File: config.mk
export PLATFORM = sky130hd
export DESIGN_NAME = adder_share_ctrl
export DESIGN_NICKNAME = d
export VERILOG_FILES = /design/src/rtl/adder_share_pkg.sv /design/src/rtl/adder_share_ctrl_rr_pick.sv /design/src/rtl/adder_share_ctrl.sv
export SDC_FILE = /design/constraint.sdc
export NUM_CORES = 1
export LEC_CHECK = 0
export BUFFER_PORTS_ARGS = -buffer_cell sky130_fd_sc_hd__buf_2
export CORE_UTILIZATION = 30
export CTS_BUF_LIST = sky130_fd_sc_hd__clkbuf_4
export CTS_CLUSTER_DIAMETER = 150
export CTS_CLUSTER_SIZE = 16
export DETAILED_ROUTE_END_ITERATION = 6
export GPL_TIMING_DRIVEN = 0
export MAX_ROUTING_LAYER = met4
export PLACE_DENSITY = 0.5
export REMOVE_ABC_BUFFERS = 1
export SKIP_CTS_REPAIR_TIMING = 1
export SYNTH_ARGS = -nofsm -noshare
export SYNTH_HDL_FRONTEND = slang
export SYNTH_SLANG_ARGS = --single-unit
export TNS_END_PERCENT = 20
File: constraint.sdc
create_clock -name clk -period 3.1 [get_ports clk]
set_input_delay 0.155 -clock clk [delete_from_list [all_inputs] [get_ports clk]]
set_output_delay 0.155 -clock clk [all_outputs]
set_load 0.02 [all_outputs]
File: src/rtl/adder_share_pkg.sv
// Shared constants for the adder-sharing controller: FSM state encoding and
// default sizing. Optional carry output is enabled with ADDER_SHARE_CARRY_EN.
package adder_share_pkg;

  localparam int WIDTH_DEF = 4;
  localparam int NREQ_DEF  = 4;

  localparam logic [1:0] ST_IDLE = 2'd0;
  localparam logic [1:0] ST_CALC = 2'd1;
  localparam logic [1:0] ST_RESP = 2'd2;

endpackage

File: src/rtl/adder_share_ctrl_rr_pick.sv
// Combinational round-robin picker: the first set request at or after the
// pointer wins, searching upward and wrapping around.
module rr_pick #(
  parameter  int NREQ = 4,
  localparam int IDW  = $clog2(NREQ)
) (
  input  logic [NREQ-1:0] req_i,
  input  logic [IDW-1:0]  ptr_i,
  output logic            any_o,
  output logic [IDW-1:0]  winner_o
);

  logic [2*NREQ-1:0] dbl;
  logic [NREQ-1:0]   rot;
  int                off;
  int                idx;

  // Rotate so the pointer position lands at bit 0, take the lowest set bit,
  // then add the pointer back to recover the absolute index.
  always_comb begin
    dbl = {req_i, req_i} >> ptr_i;
    rot = dbl[NREQ-1:0];
    off = 0;
    for (int i = NREQ - 1; i >= 0; i--) begin
      if (rot[i]) off = i;
    end
    idx = int'(ptr_i) + off;
    if (idx >= NREQ) idx = idx - NREQ;
    any_o    = |req_i;
    winner_o = IDW'(idx);
  end

endmodule

File: src/rtl/adder_share_ctrl.sv
// Round-robin controller sharing one external adder between NREQ requesters.
// Define ADDER_SHARE_CARRY_EN to add the res_carry output.
module adder_share_ctrl
  import adder_share_pkg::*;
#(
  parameter  int WIDTH = WIDTH_DEF,
  parameter  int NREQ  = NREQ_DEF,
  localparam int IDW   = $clog2(NREQ)
) (
  input  logic                  clk,
  input  logic                  rst,
  input  logic [NREQ-1:0]       req,
  input  logic [NREQ*WIDTH-1:0] a_in,
  input  logic [NREQ*WIDTH-1:0] b_in,
  output logic [NREQ-1:0]       gnt,
  output logic [WIDTH-1:0]      add_a,
  output logic [WIDTH-1:0]      add_b,
  input  logic [WIDTH-1:0]      add_sum,
  output logic                  res_valid,
  output logic [IDW-1:0]        res_id,
  output logic [WIDTH-1:0]      res_sum,
`ifdef ADDER_SHARE_CARRY_EN
  output logic                  res_carry,
`endif
  input  logic                  res_ready
);

  logic [1:0]       state_q, state_d;
  logic [IDW-1:0]   ptr_q, ptr_d;
  logic [IDW-1:0]   id_q, id_d;
  logic [NREQ-1:0]  gnt_q, gnt_d;
  logic [WIDTH-1:0] add_a_q, add_a_d;
  logic [WIDTH-1:0] add_b_q, add_b_d;
  logic             res_valid_q, res_valid_d;
  logic [IDW-1:0]   res_id_q, res_id_d;
  logic [WIDTH-1:0] res_sum_q, res_sum_d;
`ifdef ADDER_SHARE_CARRY_EN
  logic             res_carry_q, res_carry_d;
`endif

  logic             pickAny;
  logic [IDW-1:0]   pickIdx;

  rr_pick #(.NREQ(NREQ)) u_pick (
    .req_i    (req),
    .ptr_i    (ptr_q),
    .any_o    (pickAny),
    .winner_o (pickIdx)
  );

  // gnt defaults low so the one-cycle grant pulse clears on the CALC edge.
  always_comb begin
    state_d     = state_q;
    ptr_d       = ptr_q;
    id_d        = id_q;
    gnt_d       = '0;
    add_a_d     = add_a_q;
    add_b_d     = add_b_q;
    res_valid_d = res_valid_q;
    res_id_d    = res_id_q;
    res_sum_d   = res_sum_q;
`ifdef ADDER_SHARE_CARRY_EN
    res_carry_d = res_carry_q;
`endif
    case (state_q)
      ST_IDLE: begin
        if (pickAny) begin
          gnt_d   = NREQ'(1) << pickIdx;
          add_a_d = a_in[int'(pickIdx)*WIDTH +: WIDTH];
          add_b_d = b_in[int'(pickIdx)*WIDTH +: WIDTH];
          id_d    = pickIdx;
          state_d = ST_CALC;
        end
      end
      ST_CALC: begin
        res_sum_d   = add_sum;
        res_id_d    = id_q;
        res_valid_d = 1'b1;
`ifdef ADDER_SHARE_CARRY_EN
        // A wrapped unsigned sum is smaller than either operand.
        res_carry_d = (add_sum < add_a_q);
`endif
        state_d     = ST_RESP;
      end
      ST_RESP: begin
        if (res_ready) begin
          res_valid_d = 1'b0;
          ptr_d       = (int'(id_q) == NREQ - 1) ? '0 : id_q + IDW'(1);
          state_d     = ST_IDLE;
        end
      end
      default: state_d = ST_IDLE;
    endcase
  end

  always_ff @(posedge clk) begin
    if (rst) begin
      state_q     <= ST_IDLE;
      ptr_q       <= '0;
      id_q        <= '0;
      gnt_q       <= '0;
      add_a_q     <= '0;
      add_b_q     <= '0;
      res_valid_q <= 1'b0;
      res_id_q    <= '0;
      res_sum_q   <= '0;
`ifdef ADDER_SHARE_CARRY_EN
      res_carry_q <= 1'b0;
`endif
    end else begin
      state_q     <= state_d;
      ptr_q       <= ptr_d;
      id_q        <= id_d;
      gnt_q       <= gnt_d;
      add_a_q     <= add_a_d;
      add_b_q     <= add_b_d;
      res_valid_q <= res_valid_d;
      res_id_q    <= res_id_d;
      res_sum_q   <= res_sum_d;
`ifdef ADDER_SHARE_CARRY_EN
      res_carry_q <= res_carry_d;
`endif
    end
  end

  assign gnt       = gnt_q;
  assign add_a     = add_a_q;
  assign add_b     = add_b_q;
  assign res_valid = res_valid_q;
  assign res_id    = res_id_q;
  assign res_sum   = res_sum_q;
`ifdef ADDER_SHARE_CARRY_EN
  assign res_carry = res_carry_q;
`endif

endmodule

==> impl_results.md, run 1 <==
- Status: completed
- Worst vdd rail ir drop: 0.191 mV
- Ports: 62
- Dpl cells: 290
- Final Setup Violations: 0
- Hold path depth: 3
- Total wire length: 3.92 mm
- Largest net degree at the start of global routing: 23
- Max-slew violations: 0
- Post-synthesis sequential area ratio: 30.2%
- Critical path peak fanout: 19
- Reg2Reg Depth: 9
- Mean Syn Cell Area: 9.65 sq um
- Crit share post-route: 91.6%
- Nets: 272
- Min Tclk post-route: 2.84 ns
- CTS root buf: clkbuf_4
- Hold Slack: 0.0472 ns
- Most common cell after layout, fill and taps aside: buf_2
- P_leak: 0.894 nW
- Setup TNS: 0 ns
- Yosys cell types: 41
- IO buf count: 61
- Core ar.: 5200 sq um
- Vias in the first global route: 1,379
- Global-route wire length before repair: 6.35 mm
- Routed len/inst: 13.2 um
- Cell Rows: 26
- Kind of critical path: reg -> reg
- Sink Count: 25
- Die H: 76.4 um
- Core Util, Final: 38.3%
- Post-synth top area share: 30.2%
- Initial DRC count: 36
- Setup WS pre-CTS: 0.0116 ns
- Synthesized area: 1660 sq um
- Dominant cell type by area after synthesis: dfxtp_1
- TritonCTS clock tree: yes
- Vias: 1,471
- Die Area: 5830 sq um
- PwrDens: 438 nW/um^2
- CTS buffer count: 3
- Max-cap violations: 0
- Required time of the worst setup path: 3.35 ns
- DRC Markers: 0
- N_diodes: 0
- Post-route cell area: 2000 sq um
- Clock Latency Late Sink: 0.33 ns
- Max Clock Skew: 0.0159 ns
- Unrepaired setup endpoints after global routing: no
- Drt first pass iters: 4
- Overall Global Routing Usage: 13.8%
- Startpoint Class: flip-flop
- Fin cells: 296
- Synthesized flop and latch total: 25
- Most frequent cells in the layout: buf_2 (61), nor2_1 (27), dfxtp_1 (25), mux2i_1 (23), a22oi_1 (16)
- Placer Congestion: 0.715
- # fillers: 553
- Area Growth Syn to Fin: 20.3%
- Fmax: 0.352 GHz
- Hpwl dp: 2.86 mm
- Post-Place Cell Area: 1920 sq um
- CTS max path bufs: 2
- Top post-synthesis cells by area: dfxtp_1 (30%), mux2i_1 (14%), a22oi_1 (7.2%)
- Worst rel slew slack: 46.6%
- Initial Util: 31.9%
- Worst hold path type: in -> reg
- Overall power: 0.874 mW
- Final WS setup: 0.261 ns
- Mapped Cells: 172
- Initial antenna violation count: 0
- Total gr overflow: 0
- Worst Path Arrival: 3.09 ns
- Share of cells above drive strength 1: 38.9%
- H-tree depth: 1
- Post-route ant nets: 0
- Worst setup EP type: flip-flop
- DR vias/cell: 4.97
- Die Wd: 76.4 um
- Ys Warns: 0
- Hold Violations, Final: 0
- Clock transition at the registers of the reported paths: 0.15 ns
- Worst Max-Slew Pin Slew: 0.799 ns
==> final cells by class <==
class                      count  area, sq um  area share [%]
multi-input combinational    134         1030            51.8
clock buffer                   3         22.5            1.13
clock inverter                 1         5.00           0.251
sequential                    25          500            25.1
tap                           70         87.6            4.39
timing repair buffer          63          345            17.3
==> sequential cells by signal (all words and copies together) (netlist names) <==
signal,flops
res_sum,4
res_id,2
add_b,4
ptr_q,2
state_q,2
add_a,4
res_valid,1
id_q,2
gnt,4
==> metal layers <==
layer	up-vias	track usage, %	share of wire, %
met5	-	-	0
met2	39	21.4	46
met4	0	4.04	1.0
met3	5	2.28	4.0
li1	753	-	-
met1	674	18.5	49
==> cell families (layout without fill, tap and decap cells) <==
family / after synthesis / count (layout) / share of synthesized area (%)
DFF: 25 / 25 / 30.2
buffers and inverters: 13 / 67 / 7.92
AOI/OAI and AO/OA: 48 / 48 / 24.4
muxes: 23 / 23 / 13.9
xor gates and xnor gates: 2 / 2 / 1.06
adders and majority gates: 2 / 2 / 1.51
and+or+nand+nor: 59 / 59 / 21.0
==> path summary, 6_finish.rpt <==
kind / from / slack (ns) / to
min reg2reg: res_sum[1] / 0.51 / res_sum[1]
max reg2reg: ptr_q[0] / 0.26 / add_a[1]
min: add_sum[2] / 0.05 / res_sum[2]
max: ptr_q[0] / 0.26 / add_a[1]
==> cell usage after synthesis, drive strengths merged <==
cell type / n
a211o: 1
a211oi: 8
a21oi: 4
a221oi: 1
a22oi: 16
a311oi: 1
a31oi: 1
a32o: 1
a32oi: 1
and2b: 1
and3b: 2
buf: 8
clkbuf: 4
dfxtp: 25
dlygate4sd1: 1
ha: 2
mux2i: 23
nand2: 4
nand3: 9
nand3b: 2
nor2: 27
nor2b: 3
nor3: 2
nor3b: 1
nor4: 4
o2111ai: 1
o21a: 1
o21ai: 10
o31a: 1
o31ai: 1
or2: 1
or3: 3
xnor2: 1
xor2: 1
==> critical path, stage by stage, from the launching register on <==
cell and delay [ns]:
dfxtp_1 0.56, nor2_1 0.09, a221oi_1 0.29, a31oi_1 0.08, a211o_1 0.29, ha_2 0.69
mux2i_1 0.18, a22oi_1 0.21, o21ai_0 0.13, a211oi_2 0.23
==> power by group <==
group / internal [mW] / leakage [nW] / switching [mW] / total (mW)
clock: 0.0484 / 0.0177 / 0.104 / 0.152
combinational: 0.153 / 0.671 / 0.189 / 0.342
sequential: 0.355 / 0.205 / 0.0250 / 0.380
Note: power is estimated with default switching activity, not from simulation.
==> inputs of run 2 (changes only) <==
- ABC_AREA: not set -> 1
- CORE_MARGIN: not set -> 2
- PLACE_DENSITY: 0.5 -> 0.52
==> run 2 against run 1 <==
Against the previous run: non-clock buffer count is the same; clock skew shrank 0.0068 ns; synthesized area shrank 15%; synthesized cell count grew 26%; setup slack gained 0.26 ns; first-iteration DRC count grew 56%; fmax grew 10%; highest routed layer unchanged; largest power group unchanged.
==> impl_results.md, run 2 <==
- Status: completed (unchanged)
- Dpl cells: 324 (was 290)
- Final Setup Violations: 0 (unchanged)
- Most frequent cells in the layout: nand2_1 (71), buf_2 (61), nor2_1 (34), nand3_1 (28), dfxtp_1 (25) (was buf_2 (61), nor2_1 (27), dfxtp_1 (25), mux2i_1 (23), a22oi_1 (16))
- Unrepaired setup endpoints after global routing: no (unchanged)
- Post-Synth Simple-Gate Area: 48.5% (was 21.0%)
- Die H: 72.4 um (was 76.4 um)
- Ys Warns: 0 (unchanged)
- Die Area: 5250 sq um (was 5830 sq um)
- DR vias/cell: 4.37 (was 4.97)
- Placer Congestion: 0.785 (was 0.715)
- Worst setup EP type: flip-flop (unchanged)
- Reg2Reg Depth: 14 (was 9)
- Setup TNS: 0 ns (unchanged)
- Global-route wire length before repair: 5.62 mm (was 6.35 mm)
- DRC Markers: 0 (unchanged)
- Hold Slack: 0.0426 ns (was 0.0472 ns)
- Required time of the worst setup path: 3.34 ns (was 3.35 ns)
- Fin cells: 330 (was 296)
- Worst Max-Slew Pin Slew: 1.14 ns (was 0.799 ns)
- Worst rel slew slack: 23.9% (was 46.6%)
- Post-synth top area share: 35.6% (was 30.2%)
- Startpoint Class: flip-flop (unchanged)
- Total wire length: 3.33 mm (was 3.92 mm)
- Drt first pass iters: 4 (unchanged)
- Max Clock Skew: 0.00910 ns (was 0.0159 ns)
- Worst hold path type: in -> reg (unchanged)
- Post-synthesis compound-gate area fraction: 5.52% (was 24.4%)
- CTS root buf: clkbuf_4 (unchanged)
- Nets: 324 (was 272)
- PwrDens: 491 nW/um^2 (was 438 nW/um^2)
- Initial antenna violation count: 0 (unchanged)
- Worst vdd rail ir drop: 0.159 mV (was 0.191 mV)
- Kind of critical path: reg -> reg (unchanged)
- Hpwl dp: 2.51 mm (was 2.86 mm)
- Hold Violations, Final: 0 (unchanged)
- Die Wd: 72.4 um (was 76.4 um)
- Most common cell after layout, fill and taps aside: nand2_1 (was buf_2)
- Clock Latency Late Sink: 0.32 ns (was 0.33 ns)
- Core ar.: 4440 sq um (was 5200 sq um)
- Synthesized area: 1410 sq um (was 1660 sq um)
- Total gr overflow: 0 (unchanged)
- Final WS setup: 0.521 ns (was 0.261 ns)
- Worst Path Arrival: 2.82 ns (was 3.09 ns)
- Asr flop ratio synth: 0% (unchanged)
- Vias: 1,441 (was 1,471)
- Share of cells above drive strength 1: 32.0% (was 38.9%)
- Top post-synthesis cells by area: dfxtp_1 (36%), nand2_1 (19%), nand3_1 (10%) (was dfxtp_1 (30%), mux2i_1 (14%), a22oi_1 (7.2%))
- Vias in the first global route: 1,279 (was 1,379)
- Post-synth top cells: nand2_1 (71), nor2_1 (34), nand3_1 (28) (was nor2_1 (27), dfxtp_1 (25), mux2i_1 (23))
- Cell Rows: 24 (was 26)
- Min Tclk post-route: 2.58 ns (was 2.84 ns)
- Yosys cell types: 24 (was 41)
- Core Util, Final: 40.1% (was 38.3%)
- P_leak: 1.01 nW (was 0.894 nW)
- Dominant cell type by area after synthesis: dfxtp_1 (unchanged)
- Largest net degree at the start of global routing: 20 (was 23)
- Most numerous cell in the Yosys netlist: nand2_1 (was nor2_1)
- Post-synthesis sequential area ratio: 35.6% (was 30.2%)
- XOR/XNOR share of the synthesized area: 1.16% (was 1.06%)
- Sink Count: 25 (unchanged)
- Initial DRC count: 56 (was 36)
- Routed len/inst: 10.1 um (was 13.2 um)
- TritonCTS clock tree: yes (unchanged)
- Top FF cell, synth: dfxtp_1 (unchanged)
- Fmax: 0.388 GHz (was 0.352 GHz)
- Max-cap violations: 0 (unchanged)
- IO buf count: 61 (unchanged)
- Hold path depth: 3 (unchanged)
- Mean Syn Cell Area: 6.51 sq um (was 9.65 sq um)
- Crit share post-route: 83.2% (was 91.6%)
- Fraction of synthesized area in multiplexers: 0% (was 13.9%)
- N_diodes: 0 (unchanged)
- Max-slew violations: 0 (unchanged)
- Initial Util: 31.6% (was 31.9%)
- Synthesized flop and latch total: 25 (unchanged)
- CTS max path bufs: 2 (unchanged)
- Mapped Cells: 216 (was 172)
- Setup WS pre-CTS: 0.158 ns (was 0.0116 ns)
- Critical path peak fanout: 19 (unchanged)
- Post-synth EDFFs: 0 (unchanged)
- Synth Area in Adders: 1.78% (was 1.51%)
- Largest family of logic cells by synthesized area: simple AND/OR/NAND/NOR gates (was compound AO/OA/AOI/OAI gates)
- Overall Global Routing Usage: 13.5% (was 13.8%)
- Area Growth Syn to Fin: 26.8% (was 20.3%)
- H-tree depth: 1 (unchanged)
- Post-route ant nets: 0 (unchanged)
- CTS buffer count: 3 (unchanged)
- Ports: 62 (unchanged)
- Clock transition at the registers of the reported paths: 0.14 ns (was 0.15 ns)
run 2: changes by cell type after synthesis, sizes merged, moves of 5 or more:
| cell | delta |
|---|---|
| nand2 | +80 |
| mux2i | -23 |
| nand3 | +20 |
| a22oi | -16 |
| inv | +16 |
| a211oi | -8 |
| nor2 | +8 |
| buf | -5 |
run 2: layout make-up:
| type | instances | area [sq um] |
|---|---|---|
| Inverter | 17 | 67.6 |
| Fill cell | 489 | 2660 |
| Multi-Input combinational cell | 169 | 801 |
| Clock buffer | 3 | 22.5 |
| Timing Repair Buffer | 63 | 320 |
| Tap cell | 52 | 65.1 |
| Clock inverter | 1 | 5.00 |
| Sequential cell | 25 | 500 |
run 2: per-layer routing:
metal  vias up  routed length, um  GRT usage, %
met5         -                  0             -
met3         4                146          1.25
li1        800                  -             -
met4         0                 37          4.32
met1       601               1660          17.8
met2        36               1480          22.0
run 2: critical path: stages (launching register included):
cell,delay [ns]
dfxtp_1,0.51
inv_2,0.11
nand3_1,0.09
nand2_1,0.08
nand3_1,0.07
a21boi_0,0.08
ha_1,0.71
clkinvlp_4,0.18
buf_4,0.22
nand2_1,0.07
nand2_1,0.04
nand3_1,0.09
nand3_1,0.09
nand2_1,0.11
inv_1,0.04
run 2: logic make-up (layout without fill, tap and decap cells):
group | Yosys count | after routing
compound gates | 15 | 15
simple gates | 151 | 151
fa+ha+maj | 2 | 2
flops | 25 | 25
xor+xnor | 1 | 1
buf+inv | 22 | 84
run 2: final timing paths:
path | startpoint | endpoint | slack, ns
worst max-delay path | ptr_q[1] | add_b[2] | 0.52
worst min-delay path | add_sum[2] | res_sum[2] | 0.04
worst max register to register | ptr_q[1] | add_b[2] | 0.52
worst min register to register | res_valid | res_valid | 0.47
run 2: power breakdown:
| group | total, mW | switching, mW | internal [mW] |
|---|---|---|---|
| sequential | 0.384 | 0.0224 | 0.362 |
| combinational | 0.346 | 0.219 | 0.127 |
| clock | 0.145 | 0.0966 | 0.0484 |
run 2: through the flow:
step / area [sq um] / power, mW
6_report: 1780 / 0.875
5_1_grt: 1780 / 0.946
4_1_cts: 1760 / 0.880
3_5_place_dp: 1740 / 0.733
3_3_place_gp: 1740 / 0.732
2_1_floorplan: 1370 / 0.625
